==> src/rtl/tty_console_seq.sv <==
// Glass-TTY sequencer: turns an ASCII byte stream into framebuffer cell and
// display-register writes, tracking cursor position and hardware scroll.
module tty_console_seq #(
    parameter int ROWS        = 32,
    parameter int COLS        = 128,
    parameter int CURSOR_VROW = 11
) (
    input  logic        clk_data,
    input  logic        irst,
    input  logic        char_valid,
    input  logic [7:0]  char_data,
    input  logic [6:0]  char_attr,
    output logic        char_ready,
    output logic        busy,
    output logic        fb_en,
    output logic [7:0]  fb_we,
    output logic [11:0] fb_addr,
    output logic [63:0] fb_din
);
    localparam int RW = $clog2(ROWS);
    localparam int CW = $clog2(COLS);
    localparam int LW = CW - 2;
    localparam int WW = RW + LW;

    // The state names the write currently presented on the port; WVROW carries
    // the one-off cursor-scanline write issued on leaving INIT.
    typedef enum logic [3:0] {
        INIT, WVROW, IDLE, PUTC, CLRLINE, CLRALL, WSCROLL, WCURX, WCURY
    } state_t;

    typedef struct packed {
        logic [7:0]  we;
        logic [11:0] addr;
        logic [63:0] din;
    } wr_t;

    state_t        state;
    logic [CW-1:0] col;
    logic [RW-1:0] row;
    logic [RW-1:0] scroll;
    logic [6:0]    attr_q;
    logic [WW-1:0] clr_word;
    wr_t           wr_q;

    logic [RW-1:0] prow;
    logic [CW-1:0] bs_col;
    logic [WW-1:0] clr_next;
    logic [WW-1:0] scroll_line;
    logic          last_row;
    logic          last_col;
    logic          printable;
    logic          known;

    function automatic wr_t reg_wr(input logic [4:0] idx, input logic [15:0] val);
        wr_t w;
        w.we   = 8'hFF;
        w.addr = {1'b1, 6'b0, idx};
        w.din  = {48'b0, val};
        return w;
    endfunction

    function automatic wr_t cell_wr(input logic [RW-1:0] pr, input logic [CW-1:0] c,
                                    input logic [7:0] ch, input logic [6:0] a);
        wr_t w;
        w.we   = 8'b11 << {c[1:0], 1'b0};
        w.addr = 12'({pr, c[CW-1:2]});
        w.din  = 64'({1'b0, a, ch}) << {c[1:0], 4'b0};
        return w;
    endfunction

    function automatic wr_t blank_wr(input logic [WW-1:0] word, input logic [6:0] a);
        wr_t w;
        w.we   = 8'hFF;
        w.addr = 12'(word);
        w.din  = {4{1'b0, a, 8'h20}};
        return w;
    endfunction

    always_comb begin
        prow        = scroll + row;
        bs_col      = (col == '0) ? col : col - 1'b1;
        clr_next    = clr_word + 1'b1;
        scroll_line = {scroll, {LW{1'b0}}};
        last_row    = (row == RW'(ROWS - 1));
        last_col    = (col == CW'(COLS - 1));
        printable   = (char_data >= 8'h20) && (char_data <= 8'h7E);
        known       = printable || (char_data inside {8'h08, 8'h0A, 8'h0C, 8'h0D});
    end

    always_ff @(posedge clk_data) begin
        if (irst) begin
            state      <= INIT;
            col        <= '0;
            row        <= '0;
            scroll     <= '0;
            attr_q     <= '0;
            clr_word   <= '0;
            wr_q       <= '0;
            char_ready <= 1'b0;
            busy       <= 1'b0;
        end else begin
            // NOTE: every branch below overrides this only when it issues a write,
            // so the port is quiet by default and never holds a stale write.
            wr_q <= '0;
            case (state)
                INIT: begin
                    state <= WVROW;
                    busy  <= 1'b1;
                    wr_q  <= reg_wr(5'd1, 16'(CURSOR_VROW));
                end
                WVROW: begin
                    state <= WCURX;
                    wr_q  <= reg_wr(5'd2, 16'(col));
                end
                IDLE: begin
                    if (char_valid && known) begin
                        char_ready <= 1'b0;
                        busy       <= 1'b1;
                        attr_q     <= char_attr;
                        if (printable) begin
                            state <= PUTC;
                            wr_q  <= cell_wr(prow, col, char_data, char_attr);
                        end else begin
                            case (char_data)
                                8'h0D: begin
                                    col   <= '0;
                                    state <= WCURX;
                                    wr_q  <= reg_wr(5'd2, 16'd0);
                                end
                                8'h08: begin
                                    col   <= bs_col;
                                    state <= WCURX;
                                    wr_q  <= reg_wr(5'd2, 16'(bs_col));
                                end
                                8'h0C: begin
                                    clr_word <= '0;
                                    state    <= CLRALL;
                                    wr_q     <= blank_wr('0, char_attr);
                                end
                                default: begin
                                    if (!last_row) begin
                                        row   <= row + 1'b1;
                                        state <= WCURX;
                                        wr_q  <= reg_wr(5'd2, 16'(col));
                                    end else begin
                                        scroll   <= scroll + 1'b1;
                                        clr_word <= scroll_line;
                                        state    <= CLRLINE;
                                        wr_q     <= blank_wr(scroll_line, char_attr);
                                    end
                                end
                            endcase
                        end
                    end
                end
                PUTC: begin
                    if (!last_col) begin
                        col   <= col + 1'b1;
                        state <= WCURX;
                        wr_q  <= reg_wr(5'd2, 16'(col + 1'b1));
                    end else begin
                        col <= '0;
                        if (!last_row) begin
                            row   <= row + 1'b1;
                            state <= WCURX;
                            wr_q  <= reg_wr(5'd2, 16'd0);
                        end else begin
                            // The line leaving the top becomes the new bottom line.
                            scroll   <= scroll + 1'b1;
                            clr_word <= scroll_line;
                            state    <= CLRLINE;
                            wr_q     <= blank_wr(scroll_line, attr_q);
                        end
                    end
                end
                CLRLINE: begin
                    if (&clr_word[LW-1:0]) begin
                        state <= WSCROLL;
                        wr_q  <= reg_wr(5'd0, 16'(scroll));
                    end else begin
                        clr_word <= clr_next;
                        wr_q     <= blank_wr(clr_next, attr_q);
                    end
                end
                CLRALL: begin
                    if (&clr_word) begin
                        col    <= '0;
                        row    <= '0;
                        scroll <= '0;
                        state  <= WSCROLL;
                        wr_q   <= reg_wr(5'd0, 16'd0);
                    end else begin
                        clr_word <= clr_next;
                        wr_q     <= blank_wr(clr_next, attr_q);
                    end
                end
                WSCROLL: begin
                    state <= WCURX;
                    wr_q  <= reg_wr(5'd2, 16'(col));
                end
                WCURX: begin
                    state <= WCURY;
                    wr_q  <= reg_wr(5'd3, 16'(prow));
                end
                WCURY: begin
                    state      <= IDLE;
                    char_ready <= 1'b1;
                    busy       <= 1'b0;
                end
                default: state <= INIT;
            endcase
        end
    end

    assign fb_en   = |wr_q.we;
    assign fb_we   = wr_q.we;
    assign fb_addr = wr_q.addr;
    assign fb_din  = wr_q.din;

endmodule
==> config.mk <==
export PLATFORM = sky130hd
export DESIGN_NAME = tty_console_seq
export DESIGN_NICKNAME = d
export VERILOG_FILES = /design/src/rtl/tty_console_seq.sv
export SDC_FILE = /design/constraint.sdc
export NUM_CORES = 1
export LEC_CHECK = 0
export ABC_CLOCK_PERIOD_IN_PS = 3130
export CAP_MARGIN = 20
export CORE_MARGIN = 5
export CORE_UTILIZATION = 55
export CTS_BUF_LIST = sky130_fd_sc_hd__clkbuf_2
export DETAILED_ROUTE_END_ITERATION = 6
export PLACE_DENSITY = 0.83
export SYNTH_ARGS = -nofsm -noshare
export SYNTH_HDL_FRONTEND = slang
export SYNTH_SLANG_ARGS = --single-unit
==> constraint.sdc <==
create_clock -name clk_data -period 3.13 [get_ports clk_data]
set_clock_uncertainty 0.15 [all_clocks]
set_input_delay 0.626 -clock clk_data [delete_from_list [all_inputs] [get_ports clk_data]]
set_output_delay 0.626 -clock clk_data [all_outputs]
set_load 0.02 [all_outputs]
==> reports/results.md, run 1 <==
| Group | Quantity | This run |
|:---|:---|:---|
| worst setup path | Maximum fanout along the worst path | 7 |
| logic synthesis | Post-synth top area cell | sky130_fd_sc_hd__dfxtp_1 |
| floorplan | Floorplan die area | 0.01267 mm² |
| layout | Area growth from synthesis to final layout | 28.75% |
| routing | Detail Route Antenna Nets | 0 |
| min path | Min-Delay Endpoint | attr_q[4]$_SDFFE_PP0P_ |
| outcome | Status | completed |
| global route | Met3 global-route usage | 0.08518 |
| routing | Vias after detailed routing | 6132 |
| global route | Met1 usage in global routing | 0.3985 |
| layout | Ratio of cells with drive above 1 in the final layout | 0.1397 |
| worst setup path | Setup slack, reg-to-reg | 0.16 ns |
| cts | Total of hold buffers inserted after clock tree synthesis | 0 |
| worst setup path | Highest cell delay on the worst timing path | 0.49 ns |
| logic synthesis | Post-Synthesis Mean Instance Area | 8.238 µm² |
| sta | Final period util | 0.9498 |
| sta | Relative slew slack | 0.4550 |
| cts | Quantity of gates resized following cts | 0 |
| place | DP Worst Slack | -0.1986 ns |
| global route | Remaining global-route overflow | 0 |
| global route | Antenna violations before repair | 0 |
| power | Combinational Power Share | 0.383 |
| logic synthesis | Cell with the most instances after synthesis | sky130_fd_sc_hd__dfxtp_1 |
| sta | Smallest setup slack after layout | 0.1570 ns |
| sta | Unrepaired setup endpoints after global routing | no |
| sta | Highest clock frequency the design can meet | 0.3364 GHz |
| cts | Post-CTS setup buffer count | 0 |
| logic synthesis | Synthesized instance count | 702 |
| worst setup path | Endpoint of the worst-slack reg-to-reg timing path | fb_din[24]$_SDFF_PP0_ |
| routing | Initial DRC Count | 704 |
| run | # Max-Cap Violations | 0 |
| logic synthesis | Number of enable flip-flop cells after synthesis | 0 |
| floorplan | Die extent in y | 112.5 µm |
| worst setup path | Data required, critical path | 3.60 ns |
| global route | Busiest metal layer after global routing | met2 |
| logic synthesis | Post-synth design cell area | 0.005783 mm² |
| routing | Iteration count of the initial detailed-routing pass | 6 |
| cts | Clock net sink count | 115 |
| global route | Fraction of met2 tracks used by global routing | 0.5016 |
| cts | Insertion delay to the later sink of the worst-skew pair | 0.71 ns |
| global route | Via count of the first global-routing pass | 5897 |
| worst setup path | Worst path arrival time | 3.45 ns |
| logic synthesis | Proportion of netlist area held by the largest area contributor | 0.3981 |
| cts | Root Buffer Master | sky130_fd_sc_hd__clkbuf_2 |
| logic synthesis | Count of distinct cell types in the synthesized netlist | 78 |
| power | Reg power frac | 0.382 |
| global route | Total routing usage reported by global routing | 0.3093 |
| routing | Final routed DRC violation total | 0 |
| floorplan | Core Region | 0.01028 mm² |
| worst setup path | Critical path cell sequence | ha_1 -> and3_1 -> ha_1 -> nand3b_1 -> and2_1 -> or3_1 -> o21ai_1 -> nand3_1 -> a21oi_1 |
| sta | Worst Max-Slew Pin Slew | 0.8126 ns |
| sta | Hold Slack | 0.3350 ns |
| power | Static leakage power | 2.765 nW |
| worst setup path | Reg2reg start | row[1]$_SDFFE_PP0P_ |
| power | Clock power share | 0.236 |
| worst setup path | Crit end category | flop |
| power | Total internal power | 2.584 mW |
| layout | Antenna cells | 0 |
| logic synthesis | Post-synthesis async set-or-reset flop share | 0 |
| cts | Clock slew at the register clock pins of the worst setup and hold paths | 0.22 ns |
| min path | Worst hold path stage count | 2 |
| place | Placed inst area | 0.007201 mm² |
| sta | Tmin final | 2.973 ns |
| worst setup path | Startpoint of the worst setup timing path | row[1]$_SDFFE_PP0P_ |
| cts | CTS tree | yes |
| logic synthesis | Post-synthesis sequential area ratio | 0.3981 |
| worst setup path | Delay-heaviest family, CP | simple AND/OR/NAND/NOR gates |
| power | Maximum vdd drop | 0.2655 mV |
| sta | Final Hold Vio Count | 0 |
| power | Proportion of total power due to net switching | 0.4137 |
| place | HPWL Detailed | 14.54 mm |
| worst setup path | Cell seen most often among critical-path stages | sky130_fd_sc_hd__ha_1 |
| floorplan | Placement Rows | 37 |
| worst setup path | Cells on worst reg2reg path | 9 |
| floorplan | Starting utilization of the core area | 0.5627 |
| power | Switching power | 1.824 mW |
| global route | Global-route wire length before repair | 31.46 mm |
| layout | Layout filler cell count | 816 |
| logic synthesis | Synth top cells by count | sky130_fd_sc_hd__dfxtp_1 (115), sky130_fd_sc_hd__a21oi_1 (78), sky130_fd_sc_hd__nand2_1 (71) |
| min path | Worst hold-check path type | reg2reg |
| layout | Post-route cell area | 0.007446 mm² |
| worst setup path | Critical path launch point type | flop |
| worst setup path | Master of the slowest instance on the critical path | sky130_fd_sc_hd__dfxtp_1 |
| routing | Avg WL per Cell | 19.78 µm |
| floorplan | Num ports | 105 |
| logic synthesis | Main synth FF type | sky130_fd_sc_hd__dfxtp_1 |
| place | Weighted congestion reported at the end of routability-driven placement | 0.9620 |
| place | Number of buffers added on ports | 99 |
| logic synthesis | Register bit count reported by yosys | 115 |
| layout | Net total in the final layout | 872 |
| power | Pwr Density | 592.0 mW/mm² |
| cts | H-tree depth reported by CTS | 4 |
| routing | DR vias/cell | 6.206 |
| logic synthesis | Top post-synthesis cells by area | sky130_fd_sc_hd__dfxtp_1 (40%), sky130_fd_sc_hd__a21oi_1 (6.8%), sky130_fd_sc_hd__nand2_1 (4.6%) |
| cts | Buffer levels on the longest clock path | 2 |
| routing | Routed WL | 19.54 mm |
| worst setup path | Combined buffer and inverter count along the critical path | 0 |
| sta | Final setup violating endpoints | 0 |
| cts | CTS Buf Count | 17 |
| logic synthesis | Synth warnings | 0 |
| global route | Largest net degree at the start of global routing | 30 |
| sta | Max-slew violation total from the final report | 0 |
| worst setup path | Kind of critical path | reg2reg |
| min path | Startpoint of the tightest hold check path | attr_q[4]$_SDFFE_PP0P_ |
| floorplan | Die Width | 112.5 µm |
-- worst min-delay path: cells and delay by family, from the launching register on --
kind	cells	cell delay [ns]
AO/OA/AOI/OAI	1	0.06
flip-flops	1	0.36
AND/OR/NAND/NOR	1	0.05
-- placed cells by master (no fill, tap or decap), types with 4 or more instances in the layout --
master and count:
sky130_fd_sc_hd__a2111oi_0 4, sky130_fd_sc_hd__a211oi_1 7, sky130_fd_sc_hd__a21o_1 4, sky130_fd_sc_hd__a21oi_1 78
sky130_fd_sc_hd__a22oi_1 7, sky130_fd_sc_hd__a31oi_1 8, sky130_fd_sc_hd__a32o_1 10, sky130_fd_sc_hd__a41oi_1 4
sky130_fd_sc_hd__and2_1 26, sky130_fd_sc_hd__and3_1 9, sky130_fd_sc_hd__buf_4 64, sky130_fd_sc_hd__clkbuf_2 17
sky130_fd_sc_hd__clkdlybuf4s50_1 99, sky130_fd_sc_hd__conb_1 8, sky130_fd_sc_hd__dfxtp_1 115, sky130_fd_sc_hd__ha_1 14
sky130_fd_sc_hd__inv_1 14, sky130_fd_sc_hd__inv_6 7, sky130_fd_sc_hd__inv_8 4, sky130_fd_sc_hd__nand2_1 71
sky130_fd_sc_hd__nand2b_1 5, sky130_fd_sc_hd__nand3_1 46, sky130_fd_sc_hd__nand3b_1 4, sky130_fd_sc_hd__nand4_1 8
sky130_fd_sc_hd__nor2_1 50, sky130_fd_sc_hd__nor3_1 11, sky130_fd_sc_hd__nor4_1 5, sky130_fd_sc_hd__o21ai_0 44
sky130_fd_sc_hd__o21ai_1 4, sky130_fd_sc_hd__o22ai_1 6, sky130_fd_sc_hd__or2_2 4, sky130_fd_sc_hd__or3_1 6
sky130_fd_sc_hd__xnor2_1 4, sky130_fd_sc_hd__xor2_1 13
-- cell families after synthesis --
family | Yosys count | synth area share
AO/OA/AOI/OAI | 212 | 0.2343
buffers and inverters | 66 | 0.05236
AND/OR/NAND/NOR | 275 | 0.2534
adder cells (fa/ha/maj) | 15 | 0.03375
multiplexers | 1 | 0.001731
flip-flops | 115 | 0.3981
XOR/XNOR | 17 | 0.02575
other | 1 | 0.0006484
-- state kept, by name, summed over array words and instances (netlist names) --
| signal | flops |
|---|---|
| attr_q | 7 |
| busy | 1 |
| char_ready | 1 |
| clr_word | 10 |
| col | 7 |
| fb_addr | 11 |
| fb_din | 60 |
| fb_we | 4 |
| row | 5 |
| scroll | 5 |
| state | 4 |
-- area by class of cell --
class,count,area (µm²),share of cell area
tap,136,170.2,0.02285
clock buffer,17,85.08,0.01143
inverter,14,52.55,0.007058
timing repair buffer,163,1471,0.1976
multi-input combinational,528,3204,0.4303
clock inverter,15,160.2,0.02151
sequential,115,2302,0.3092
-- routing by layer --
layer,wire [µm],vias up
met5,0,-
li1,-,2825
met1,7945,2886
met4,412,0
met3,1857,45
met2,9325,376
-- worst max path at each step --
stage / slack (ns) / cells after the start / endpoint
floorplan: 0.53 / 7 / clr_word[9]$_SDFFE_PP0P_
global placement: -0.14 / 8 / fb_addr[0]$_SDFF_PP0_
finish: 0.16 / 9 / fb_din[24]$_SDFF_PP0_
CTS: 0.19 / 9 / fb_din[24]$_SDFF_PP0_
global route: 0.003 / 9 / fb_din[24]$_SDFF_PP0_
detailed placement: -0.20 / 9 / fb_din[24]$_SDFF_PP0_
-- per-stage QoR --
step | setup TNS, ns | util | total power [mW] | std cells
2_1_floorplan | 0 | - | 2.666 | 709
3_3_place_gp | -0.5622 | 0.7006 | 3.322 | 956
3_5_place_dp | -1.507 | 0.7006 | 3.347 | 956
4_1_cts | 0 | 0.7245 | 4.370 | 988
5_1_grt | 0 | 0.7245 | 4.626 | 988
6_report | 0 | 0.7245 | 4.408 | 988
-- power by group through the flow --
stage	Sequential, mW	Clock (mW)	Combinational (mW)
6_report	1.68	1.04	1.69
4_1_cts	1.68	1.04	1.65
2_1_floorplan	1.76	0	0.902
5_1_grt	1.70	1.13	1.80
3_3_place_gp	1.70	0	1.62
3_5_place_dp	1.71	0	1.64
No activity file was read; power rests on OpenSTA's default activity.
==> run 2, diff against run 1 <==
ABC_CLOCK_PERIOD_IN_PS = 3500   (was 3130)
CORE_UTILIZATION = 59   (was 55)
PLACE_DENSITY = 0.88   (was 0.83)
clock period = 3.5 ns   (was 3.13 ns; I/O delays follow)
==> reports/results.md, run 2 (synthesis results as in run 1) <==
| Group | Quantity | This run |
|:---|:---|:---|
| cts | H-tree depth reported by CTS | 4 |
| global route | Largest net degree at the start of global routing | 31 |
| floorplan | Floorplan die area | 0.01188 mm² |
| worst setup path | Cells on worst reg2reg path | 5 |
| global route | Antenna violations before repair | 0 |
| layout | Ratio of cells with drive above 1 in the final layout | 0.1061 |
| outcome | Status | completed |
| power | Clock power share | 0.221 |
| layout | Final cell count without fillers | 953 |
| global route | Via count of the first global-routing pass | 5909 |
| floorplan | Num ports | 105 |
| power | Static leakage power | 2.595 nW |
| routing | Avg WL per Cell | 19.73 µm |
| floorplan | Die extent in y | 109.0 µm |
| worst setup path | Worst path arrival time | 2.13 ns |
| layout | Most common cell after layout, fill and taps aside | sky130_fd_sc_hd__dfxtp_1 |
| global route | Total routing usage reported by global routing | 0.3200 |
| routing | Detail Route Antenna Nets | 0 |
| cts | Clock net sink count | 115 |
| power | Maximum vdd drop | 0.3671 mV |
| worst setup path | Critical path launch point type | flop |
| power | Switching power | 1.536 mW |
| floorplan | Die Width | 109.0 µm |
| sta | Relative slew slack | 0.4108 |
| layout | Area growth from synthesis to final layout | 24.08% |
| place | HPWL Detailed | 13.86 mm |
| floorplan | Placement Rows | 36 |
| power | Pwr Density | 518.3 mW/mm² |
| sta | Final period util | 0.8503 |
| power | Proportion of total power due to net switching | 0.4131 |
| place | Number of buffers added on ports | 99 |
| layout | Final cell utilization of the core | 0.7410 |
| worst setup path | Data required, critical path | 2.65 ns |
| layout | Net total in the final layout | 840 |
| power | Reg power frac | 0.419 |
| worst setup path | Endpoint of the worst-slack reg-to-reg timing path | clr_word[9]$_SDFFE_PP0P_ |
| sta | Final setup violating endpoints | 0 |
| cts | Post-CTS setup buffer count | 0 |
| sta | Smallest setup slack after layout | 0.5240 ns |
| place | Weighted congestion reported at the end of routability-driven placement | 1.006 |
| worst setup path | Setup slack, reg-to-reg | 0.55 ns |
| layout | Max reg flops | 60 |
| global route | Global-route wire length before repair | 29.69 mm |
| sta | Tmin final | 2.976 ns |
| run | # Max-Cap Violations | 0 |
| sta | Highest clock frequency the design can meet | 0.3360 GHz |
| min path | Worst hold path stage count | 2 |
| cts | Total of hold buffers inserted after clock tree synthesis | 0 |
| cts | Clock slew at the register clock pins of the worst setup and hold paths | 0.21 ns |
| floorplan | Starting utilization of the core area | 0.5972 |
| routing | Final routed DRC violation total | 0 |
| routing | Initial DRC Count | 697 |
| sta | Worst Max-Slew Pin Slew | 0.8786 ns |
| routing | DR vias/cell | 6.350 |
| worst setup path | Maximum fanout along the worst path | 3 |
| sta | Max-slew violation total from the final report | 0 |
| min path | Worst hold-check path type | reg2reg |
| place | DP Worst Slack | 0.1622 ns |
| worst setup path | Crit end category | output port |
| layout | Most frequent cells in the layout | sky130_fd_sc_hd__dfxtp_1 (115), sky130_fd_sc_hd__clkdlybuf4s50_1 (99), sky130_fd_sc_hd__a21oi_1 (78) |
| floorplan | Core Region | 0.009684 mm² |
| worst setup path | Reg2reg start | state[0]$_SDFFE_PP0P_ |
| cts | Insertion delay to the later sink of the worst-skew pair | 0.71 ns |
| cts | Quantity of gates resized following cts | 0 |
| cts | Buffer levels on the longest clock path | 2 |
| power | Combinational Power Share | 0.360 |
| power | Total internal power | 2.183 mW |
| layout | Antenna cells | 0 |
| sta | Final Hold Vio Count | 0 |
| sta | TNS Setup | 0 ns |
| routing | Vias after detailed routing | 6052 |
| routing | Routed WL | 18.81 mm |
| worst setup path | Kind of critical path | reg2out |
| routing | Iteration count of the initial detailed-routing pass | 6 |
| min path | Min-Delay Endpoint | attr_q[5]$_SDFFE_PP0P_ |
| cts | Root Buffer Master | sky130_fd_sc_hd__clkbuf_2 |
| global route | Remaining global-route overflow | 0 |
| sta | Unrepaired setup endpoints after global routing | no |
| cts | CTS tree | yes |
| cts | CTS Buf Count | 17 |
| place | Number of instances in the placed design | 921 |
| min path | Startpoint of the tightest hold check path | attr_q[5]$_SDFFE_PP0P_ |
-- run 2: cell types whose count changed in the layout (fill, tap and decap cells not counted) --
| cell | change |
|---|---|
| sky130_fd_sc_hd__buf_4 | -32 |
| sky130_fd_sc_hd__inv_6 | -4 |
| sky130_fd_sc_hd__clkinv_2 | +4 |
| sky130_fd_sc_hd__inv_8 | -4 |
| sky130_fd_sc_hd__clkinvlp_4 | +1 |
| sky130_fd_sc_hd__clkinv_4 | +3 |
-- run 2: final cells by class --
type	instances	area, µm²
Multi-Input combinational cell	528	3204
Fill cell	709	2509
Sequential cell	115	2302
Timing Repair Buffer	131	1231
Tap cell	133	166.4
Clock inverter	15	133.9
Clock buffer	17	85.08
Inverter	14	52.55
-- run 2: metrics by stage --
stage          cell area (µm²)  power (mW)  hold WS (ns)
6_report                  7176       3.719        0.3209
5_1_grt                   7176       3.898        0.3506
4_1_cts                   7176       3.676        0.3193
3_5_place_dp              6957       2.873        0.2982
3_3_place_gp              6957       2.849        0.2920
2_1_floorplan             5809       2.384        0.2866
-- run 2: worst max-delay path, cell delays in order (launching register included) --
cell,delay [ns]
sky130_fd_sc_hd__dfxtp_1,0.38
sky130_fd_sc_hd__or4_1,0.50
sky130_fd_sc_hd__clkdlybuf4s50_1,0.55
-- run 2: how the worst max path moves through the flow --
stage / depth (start not counted) / slack [ns] / endpoint / from
global route: 2 / 0.41 / fb_en / fb_we[1]$_SDFF_PP0_
finish: 2 / 0.52 / fb_en / fb_we[1]$_SDFF_PP0_
floorplan: 7 / 0.83 / clr_word[9]$_SDFFE_PP0P_ / char_data[5]
CTS: 2 / 0.49 / fb_en / fb_we[1]$_SDFF_PP0_
global placement: 7 / 0.26 / scroll[3]$_SDFFE_PP0P_ / char_data[4]
detailed placement: 7 / 0.16 / scroll[3]$_SDFFE_PP0P_ / char_data[4]
-- run 2: per-layer routing --
metal / GRT usage / vias to the layer above / share of wire
li1: - / 2759 / -
met1: 0.4048 / 2798 / 0.39
met2: 0.5092 / 418 / 0.46
met3: 0.08171 / 77 / 0.12
met4: 0.1533 / 0 / 0.036
met5: 0 / - / 0
-- run 2: power groups by stage --
stage                     Combinational (mW)  Clock (mW)  Sequential (mW)
final                                   1.34       0.822             1.56
after global routing                    1.42       0.901             1.58
after CTS                               1.30       0.824             1.55
after detailed placement                1.30           0             1.58
after global placement                  1.28           0             1.57
after floorplan                        0.806           0             1.58
